**config.mk**
```make
export PLATFORM = sky130hd
export DESIGN_NAME = add_num_wr_stage_flat
export DESIGN_NICKNAME = d
export VERILOG_FILES = /design/src/rtl/add_num_pkg.sv /design/src/rtl/add_num_wr_stage_if.sv /design/src/rtl/add_num_res_fifo.sv /design/src/rtl/add_num_wr_stage.sv /design/src/flat_wrapper.sv
export SDC_FILE = /design/constraint.sdc
export NUM_CORES = 1
export LEC_CHECK = 0
export BUFFER_PORTS_ARGS = -buffer_cell sky130_fd_sc_hd__buf_2
export CAP_MARGIN = 5
export CORE_AREA = 2 2 250 252
export DETAILED_ROUTE_END_ITERATION = 8
export DIE_AREA = 0 0 252 254
export GPL_ROUTABILITY_DRIVEN = 0
export SLEW_MARGIN = 25
export SYNTH_ARGS = -nofsm -noshare
export SYNTH_HDL_FRONTEND = slang
export SYNTH_SLANG_ARGS = --single-unit
```
**constraint.sdc**
```tcl
create_clock -name clk -period 5.55 [get_ports clk]
set_input_delay 0.555 -clock clk [delete_from_list [all_inputs] [get_ports clk]]
set_output_delay 0.555 -clock clk [all_outputs]
set_load 0.005 [all_outputs]
```
**src/rtl/add_num_pkg.sv**
```systemverilog
// Shared types and constants for the add-num write stage.
package add_num_pkg;
  localparam int CL_DATA_W = 512;
  localparam int CL_ADDR_W = 42;
  localparam int RES_W_DEF = 9;

  typedef logic [RES_W_DEF-1:0] t_res;

  typedef enum logic [1:0] {
    ST_IDLE  = 2'd0,
    ST_RUN   = 2'd1,
    ST_DRAIN = 2'd2,
    ST_DONE  = 2'd3
  } t_wr_state;
endpackage

```
**src/rtl/add_num_wr_stage_if.sv**
```systemverilog
// Result handshake from the adder plus the CCI-P c1 write channel.
interface add_num_wr_stage_if #(
  parameter int RES_W = 9
);
  import add_num_pkg::*;

  logic                 res_valid;
  logic [RES_W-1:0]     res_data;
  logic                 res_ready;
  logic                 c1_valid;
  logic [CL_ADDR_W-1:0] c1_addr;
  logic                 c1_sop;
  logic [CL_DATA_W-1:0] c1_data;
  logic                 c1_alm_full;
  logic                 c1_rsp_valid;

  // slave: the write stage; master: adder result source plus host side
  modport slave (
    input  res_valid, res_data, c1_alm_full, c1_rsp_valid,
    output res_ready, c1_valid, c1_addr, c1_sop, c1_data
  );
  modport master (
    output res_valid, res_data, c1_alm_full, c1_rsp_valid,
    input  res_ready, c1_valid, c1_addr, c1_sop, c1_data
  );
endinterface

```
**src/rtl/add_num_res_fifo.sv**
```systemverilog
// Small result buffer; pop_data shows the head entry without a read cycle.
module add_num_res_fifo #(
  parameter int FIFO_DEPTH = 4,
  parameter int RES_W      = 9
) (
  input  logic             clk,
  input  logic             reset_n,
  input  logic             push,
  input  logic [RES_W-1:0] push_data,
  input  logic             pop,
  output logic [RES_W-1:0] pop_data,
  output logic             full,
  output logic             empty
);
  localparam int AW = $clog2(FIFO_DEPTH);

  logic [RES_W-1:0] mem [FIFO_DEPTH];
  logic [AW:0]      wr_ptr, rd_ptr;
  logic             push_ok, pop_ok;

  // extra pointer bit distinguishes full from empty when indices match
  assign empty    = (wr_ptr == rd_ptr);
  assign full     = (wr_ptr[AW] != rd_ptr[AW]) && (wr_ptr[AW-1:0] == rd_ptr[AW-1:0]);
  assign push_ok  = push && !full;
  assign pop_ok   = pop && !empty;
  assign pop_data = mem[rd_ptr[AW-1:0]];

  // storage needs no reset; only the pointers define occupancy
  always_ff @(posedge clk) begin
    if (push_ok) mem[wr_ptr[AW-1:0]] <= push_data;
  end

  // pointer advance
  always_ff @(posedge clk or negedge reset_n) begin
    if (!reset_n) begin
      wr_ptr <= '0;
      rd_ptr <= '0;
    end else begin
      if (push_ok) wr_ptr <= wr_ptr + 1'b1;
      if (pop_ok)  rd_ptr <= rd_ptr + 1'b1;
    end
  end
endmodule

```
**src/rtl/add_num_wr_stage.sv**
```systemverilog
// Buffers adder results and writes each one to consecutive cache lines.
module add_num_wr_stage
  import add_num_pkg::*;
#(
  parameter int FIFO_DEPTH = 4,
  parameter int RES_W      = 9,
  parameter int CNT_W      = 16
) (
  input  logic                 clk,
  input  logic                 reset_n,
  input  logic                 start,
  input  logic [CL_ADDR_W-1:0] cfg_base_addr,
  input  logic [CNT_W-1:0]     cfg_num,
  add_num_wr_stage_if.slave    bus,
  output logic                 busy,
  output logic                 done,
  output logic [CNT_W-1:0]     wr_count
);
  t_wr_state            state_q, state_d;
  logic [CL_ADDR_W-1:0] next_addr;
  logic [CNT_W-1:0]     num_q, accepted, wr_cnt_q, rsp_cnt_q;
  logic [RES_W-1:0]     fifo_head;
  logic                 fifo_full, fifo_empty;
  logic                 active, accept, issue, rsp;

  assign active = (state_q == ST_RUN) || (state_q == ST_DRAIN);
  // ready never depends on this cycle's pop, so a full buffer always stalls
  assign bus.res_ready = (state_q == ST_RUN) && !fifo_full && (accepted < num_q);
  assign accept = bus.res_valid && bus.res_ready;
  // almost-full is honoured at decision time; the request still goes out next cycle
  assign issue  = active && !fifo_empty && !bus.c1_alm_full && (wr_cnt_q < num_q);
  assign rsp    = active && bus.c1_rsp_valid;

  assign busy     = active;
  assign done     = (state_q == ST_DONE);
  assign wr_count = wr_cnt_q;

  add_num_res_fifo #(.FIFO_DEPTH(FIFO_DEPTH), .RES_W(RES_W)) u_fifo (
    .clk       (clk),
    .reset_n   (reset_n),
    .push      (accept),
    .push_data (bus.res_data),
    .pop       (issue),
    .pop_data  (fifo_head),
    .full      (fifo_full),
    .empty     (fifo_empty)
  );

  // state register
  always_ff @(posedge clk or negedge reset_n) begin
    if (!reset_n) state_q <= ST_IDLE;
    else          state_q <= state_d;
  end

  // job sequencing: issue everything, then wait for every acknowledgement
  always_comb begin
    state_d = state_q;
    unique case (state_q)
      ST_IDLE:  if (start) state_d = (cfg_num == '0) ? ST_DONE : ST_RUN;
      ST_RUN:   if (wr_cnt_q == num_q) state_d = ST_DRAIN;
      ST_DRAIN: if (rsp_cnt_q == num_q) state_d = ST_DONE;
      ST_DONE:  state_d = ST_IDLE;
      default:  state_d = ST_IDLE;
    endcase
  end

  // job counters and write address; start only takes effect in IDLE
  always_ff @(posedge clk or negedge reset_n) begin
    if (!reset_n) begin
      next_addr <= '0;
      num_q     <= '0;
      accepted  <= '0;
      wr_cnt_q  <= '0;
      rsp_cnt_q <= '0;
    end else if (state_q == ST_IDLE && start) begin
      next_addr <= cfg_base_addr;
      num_q     <= cfg_num;
      accepted  <= '0;
      wr_cnt_q  <= '0;
      rsp_cnt_q <= '0;
    end else begin
      if (accept) accepted <= accepted + 1'b1;
      if (issue) begin
        next_addr <= next_addr + 1'b1;   // wraps modulo 2^42 by design
        wr_cnt_q  <= wr_cnt_q + 1'b1;
      end
      if (rsp) rsp_cnt_q <= rsp_cnt_q + 1'b1;
    end
  end

  // registered c1 request: one cycle per write, fields zero when idle
  always_ff @(posedge clk or negedge reset_n) begin
    if (!reset_n) begin
      bus.c1_valid <= 1'b0;
      bus.c1_addr  <= '0;
      bus.c1_sop   <= 1'b0;
      bus.c1_data  <= '0;
    end else begin
      bus.c1_valid <= issue;
      bus.c1_addr  <= issue ? next_addr : '0;
      bus.c1_sop   <= issue;
      bus.c1_data  <= issue ? {{(CL_DATA_W-RES_W){1'b0}}, fifo_head} : '0;
    end
  end
endmodule

```
**src/flat_wrapper.sv**
```systemverilog
// flat-port wrapper written by rule: the top's interface ports become plain ports
module add_num_wr_stage_flat import add_num_pkg::*;
#(
  parameter int FIFO_DEPTH = 4,
  parameter int RES_W      = 9,
  parameter int CNT_W      = 16
)
  (clk, reset_n, start, cfg_base_addr, cfg_num, busy, done, wr_count, bus_res_valid, bus_res_data, bus_c1_alm_full, bus_c1_rsp_valid, bus_res_ready, bus_c1_valid, bus_c1_addr, bus_c1_sop, bus_c1_data);
  add_num_wr_stage_if #(.RES_W(RES_W)) bus_i ();
  input  logic clk;
  input  logic reset_n;
  input  logic start;
  input  logic [CL_ADDR_W-1:0] cfg_base_addr;
  input  logic [CNT_W-1:0] cfg_num;
  output logic busy;
  output logic done;
  output logic [CNT_W-1:0] wr_count;
  input wire logic [$bits(bus_i.res_valid)-1:0] bus_res_valid;
  input wire logic [$bits(bus_i.res_data)-1:0] bus_res_data;
  input wire logic [$bits(bus_i.c1_alm_full)-1:0] bus_c1_alm_full;
  input wire logic [$bits(bus_i.c1_rsp_valid)-1:0] bus_c1_rsp_valid;
  output wire logic [$bits(bus_i.res_ready)-1:0] bus_res_ready;
  output wire logic [$bits(bus_i.c1_valid)-1:0] bus_c1_valid;
  output wire logic [$bits(bus_i.c1_addr)-1:0] bus_c1_addr;
  output wire logic [$bits(bus_i.c1_sop)-1:0] bus_c1_sop;
  output wire logic [$bits(bus_i.c1_data)-1:0] bus_c1_data;
  assign bus_i.res_valid = bus_res_valid;
  assign bus_i.res_data = bus_res_data;
  assign bus_i.c1_alm_full = bus_c1_alm_full;
  assign bus_i.c1_rsp_valid = bus_c1_rsp_valid;
  assign bus_res_ready = bus_i.res_ready;
  assign bus_c1_valid = bus_i.c1_valid;
  assign bus_c1_addr = bus_i.c1_addr;
  assign bus_c1_sop = bus_i.c1_sop;
  assign bus_c1_data = bus_i.c1_data;
  add_num_wr_stage #(.FIFO_DEPTH(FIFO_DEPTH), .RES_W(RES_W), .CNT_W(CNT_W)) u_core (.clk(clk), .reset_n(reset_n), .start(start), .cfg_base_addr(cfg_base_addr), .cfg_num(cfg_num), .bus(bus_i), .busy(busy), .done(done), .wr_count(wr_count));
endmodule
```
Yosys cells after proc, flatten, opt, wreduce, memory -nomap -nowiden. Memories as Yosys holds them, arrays and structs flattened. Cells that the tools add are included. Widths: inputs -> output; s select.

Memories: 1. Logic and storage cells: 69. RAM bits: 36. Input port bits: 73. Bits in registers: 669.

Memory list: u_core.u_fifo.mem (depth 4, width 9, read ports 1, clocked after Yosys merged registers in 0, write ports 1, line add_num_res_fifo.sv:17) `logic [RES_W-1:0] mem [FIFO_DEPTH];`.

Order comparisons: 2. $add $sub $neg: 6. Equality and inequality tests: 11. Reductions and logical operators: 21. Mux-type cells: 17.

Operators by type and width (count): $mux 42 (3); $mux 16 (6); $add 16x1->16 const B (3); $add 42x1->42 const B (1); $eq 16x16->1 (2); $lt 16x16->1 (2); $logic_not 16->1 (1); $logic_and 1x1->1 (11); $mux 9 (1); $mux 2 (4); $pmux 2 s4 (1); $add 3x1->3 const B (2); $ne 2x2->1 const B (3); $reduce_bool 2->1 (3); $eq 2x2->1 const B (2); $eq 3x3->1 (1); $logic_not 1->1 (3); $reduce_and 3->1 (1); $eq 2x1->1 const B (1); $eq 2x2->1 (1); $logic_not 2->1 (1); $mux 1 (2); $logic_or 1x1->1 (1); $ne 1x1->1 (1).

Logic depth before layout (Yosys ltp).
Depth after elaboration: 9. Depth in mapped cells: 10. Gate-level depth less buffers: 9.

Hierarchy. From an unflattened synthesis, not the netlist that was laid out.

Cell total of the unflattened synthesis: 1469. Area, all modules: 13840.8 um^2.

By module, submodules not included: add_num_wr_stage (instances 1, cells an instance 1371, area an instance 12062.8 um^2); add_num_res_fifo (instances 1, cells an instance 98, area an instance 1778.0 um^2).

Least setup slack after synthesis. OpenSTA, ideal clock, no wires.

Path kind: flip-flop to flip-flop. From: register u_core.accepted[13]. To: memory u_core.u_fifo.mem[3][0] (enable). Cell stages (with the launch flop): 8. Buffers on the path: 1. Data arrival time: 2365 ps. Setup time: 393 ps. Period minus slack after synthesis: 2759 ps. Setup slack: 2791 ps. Data required time: 5157 ps. Path through: dfrtp_1 > ha_1 > a21oi_1 > a2bb2oi_1 > and3_1 > o21ai_1 > clkbuf_1 > nor3b_1.

Word-level cells in the longest chain between the ends: 6.

RTL lines: from (decl) (line add_num_wr_stage.sv:21) `logic [CNT_W-1:0] num_q, accepted, wr_cnt_q, rsp_cnt_q;`; from (signal assigned) (line add_num_wr_stage.sv:82) `if (accept) accepted <= accepted + 1'b1;`; $lt 16x16->1 (line add_num_wr_stage.sv:28) `assign bus.res_ready = (state_q == ST_RUN) && !fifo_full && (accepted < num_q);`; $logic_and 1x1->1 (line add_num_wr_stage.sv:28); $logic_and 1x1->1 (line add_num_wr_stage.sv:29) `assign accept = bus.res_valid && bus.res_ready;`; $logic_and 1x1->1 (line add_num_res_fifo.sv:24) `assign push_ok = push && !full;`; $mux 1 (line add_num_res_fifo.sv:30) `if (push_ok) mem[wr_ptr[AW-1:0]] <= push_data;`; $mux 1 (not written as such) (line add_num_res_fifo.sv:30); to (decl) (line add_num_res_fifo.sv:17).

Every way passes these cells.

Final worst setup path.
From: register u_core.num_q[7]. To: output port bus_res_ready.

Word-level cells in the longest chain between the ends: 2.

RTL lines: from (decl) (line add_num_wr_stage.sv:21); from (signal assigned) (line add_num_wr_stage.sv:77) `num_q <= cfg_num;`; $lt 16x16->1 (line add_num_wr_stage.sv:28); $logic_and 1x1->1 (line add_num_wr_stage.sv:28); to (decl) (line flat_wrapper.sv:22) `output wire logic [$bits(bus_i.res_ready)-1:0] bus_res_ready;`.

Every way passes these cells.

==> metrics.txt <==
outcome finished, final reports clean; pin count of the biggest net entering global routing 90; Final Hold Viols 0; first-pass GRT wire length 49500 um; CTS Root Cell clkbuf_16; # Max-Cap Violations 0; Switching Power 2.22 mW; Yosys reg bits 202; die area 64000 sq um; maximum fanout along the worst path 16; CTS resizes 0; CTS Buf Count 25; Total Negative Setup Slacks 0 ns; DRT Pass-1 Iters 5; TritonCTS clock tree done; fin util 23.5%; post-synthesis adder-cell area fraction 4.08%; sw frac 37.5%; Die Ht 254 um; Power Density 413 nW/um^2; largest area contributor in the netlist dfrtp_1; total global-route track usage 10.0%; # rows 91; starting DRC count in detailed routing 443; count of hold-fix buffers inserted at cts 0; Slew HR 34.5%; hold crit path type input port to async pin; Logic pwr share 31.8%; top cells by count, synth 504 x buf_4, 166 x dfrtp_1, 82 x nand2_1; Synth Area in XOR/XNOR 2.73%; post-synthesis compound-gate area fraction 7.35%; Leak 6.91 nW; Final #Nets 1722; Overflow after GRT 0; post-CTS setup buffers 0; f_max 295 MHz; clk_lat worst skew 0.53 ns; Worst Clk Skew 0.0207 ns; Clk pwr share 29.0%; main combinational cell family by area after synthesis buffers and inverters; layout cells sized above 1 13.3%; Min Clock Period, post-route 3.39 ns; crit share post-route 61.1%; count of cell types in the netlist 59; async set or reset register ratio after synthesis 82.2%; Post-synth EDFFs 36; clk buf depth 3; total wire length 34500 um; Syn. warnings 0; Layout area overhead 4.02%; Residual DRC 0; core box area 61300 sq um; vias in the first global route 7786; Simple-Gate Fraction of Synth Area 15.7%; CP Class register to primary output; Synth Flop Type dfrtp_1; WP data required 4.99 ns; Crit. End Element primary output; Netlist Area Pre-Place 13800 sq um; most numerous cell in the Yosys netlist buf_4; num ports 648; CP Launch Type register; Worst VDD drop 0.170 mV; # clock sinks 202; worst reg2reg setup slack 2.31 ns; htree depth 1; initial core utilization 22.5%; Final Max Slew Viols 0; cells after synthesis 1476; post-synth top area share 30.1%; largest cells by area after synthesis dfrtp_1 30%, buf_4 27%, edfxtp_1 7.8%, ha_1 4.1%, nand2_1 2.2%; DR WL/cell 14.3 um; Internal 3.70 mW; Seq pwr share 39.2%; Post-DRT Antenna Nets 0; initial antenna violation count 9; setup violators final 0; CP arrival 2.84 ns; Vias 8971; number of port buffers 144; Avg Cell Area, Syn 9.36 sq um; post-detail-place hpwl 25900 um; post-synthesis mux area share 2.27%; post-synthesis sequential area ratio 37.9%; Clk pin slew, worst setup/hold paths 0.06 ns; RSZ-0062 raised after global routing false; Worst-Margin Slew 0.979 ns; vias per inst 3.72; die width 252 um
[cells in the final DEF, fill, tap and decap left out, types with 27 or more instances in the layout]
| cell | netlist | layout |
|---|---|---|
| a21oi_1 | 34 | 34 |
| and2_1 | 46 | 45 |
| buf_2 | 10 | 143 |
| conb_1 | 1 | 503 |
| dfrtp_1 | 166 | 166 |
| edfxtp_1 | 36 | 36 |
| ha_1 | 45 | 45 |
| inv_1 | 39 | 39 |
| nand2_1 | 82 | 81 |
| nand3_1 | 48 | 48 |
| nand4_1 | 40 | 40 |
| nor2_1 | 73 | 73 |
| o21ai_0 | 42 | 42 |
| xnor2_1 | 27 | 27 |
[layer usage]
| metal | up-vias | GRT usage [%] | wire [um] |
|---|---|---|---|
| met1 | 4286 | 13.1 | 14400 |
| met4 | 18 | 2.27 | 586 |
| met2 | 323 | 16.2 | 16500 |
| met3 | 57 | 2.99 | 2870 |
| met5 | - | 0 | 121 |
| li1 | 4287 | - | - |
[metrics by stage]
step | setup WS, ns | hold slack (ns) | power, mW | cells | instance area, sq um
3_5_place_dp | 2.29 | 0.479 | 4.27 | 2367 | 13500
2_1_floorplan | 2.79 | 0.259 | 3.78 | 1978 | 15700
3_3_place_gp | 2.28 | 0.479 | 4.24 | 2367 | 13500
4_1_cts | 2.14 | 0.143 | 6.02 | 2412 | 14400
5_1_grt | 1.93 | 0.184 | 6.39 | 2412 | 14400
6_report | 2.16 | 0.116 | 5.93 | 2413 | 14400
[sequential cells by signal, summed over array words and instances (netlist names), 9 cells and up]
register / cells
u_core.bus.c1_addr: 42
u_core.next_addr: 42
u_core.u_fifo.mem: 36
u_core.accepted: 16
u_core.num_q: 16
u_core.rsp_cnt_q: 16
u_core.wr_count: 16
u_core.bus.c1_data: 9
[worst paths after layout]
check,depth (start not counted),from,to
hold / removal,1,reset_n,u_core.bus.c1_addr[11]$_DFF_PN0_
hold reg to reg,1,u_core.u_fifo.wr_ptr[2]$_DFFE_PN0P_,u_core.u_fifo.wr_ptr[2]$_DFFE_PN0P_
min in group clk,3,cfg_base_addr[14],u_core.next_addr[14]$_DFFE_PN0P_
setup / recovery,9,u_core.num_q[7]$_DFFE_PN0P_,bus_res_ready
setup reg to reg,5,u_core.next_addr[7]$_DFFE_PN0P_,u_core.next_addr[15]$_DFFE_PN0P_
max in group asynchronous,2,reset_n,u_core.accepted[11]$_DFFE_PN0P_
[critical path: stages (launching register included)]
cell and delay (ns):
dfrtp_1 0.37, inv_1 0.13, ha_1 0.32, nand2_1 0.06
o21ai_0 0.17, nand2b_1 0.09, a31oi_2 0.59, buf_4 0.31
nor2_1 0.12, buf_2 0.15
[area by class of cell]
type                            count  area (sq um)
Fill cell                        6706         46900
Tap cell                          790           988
Sequential cell                   202          5240
Multi-Input combinational cell   1183          6330
Timing Repair Buffer              152           787
Inverter                           40           150
Clock buffer                       32           713
Antenna cell                        1          2.50
Clock inverter                     13           156
[power by group through the flow]
stage	logic, mW	registers (mW)	clock network (mW)
3_5_place_dp	1.92	2.35	0
2_1_floorplan	1.55	2.23	0
3_3_place_gp	1.89	2.35	0
4_1_cts	1.92	2.33	1.77
5_1_grt	2.16	2.39	1.83
6_report	1.89	2.32	1.72
[cell families after synthesis]
family / after synthesis
simple gates: 407
compound gates: 165
other cells: 1
buf+inv: 593
mux: 20
flops: 202
fa+ha+maj: 45
xor+xnor: 43
(Power assumes the default switching activity.)
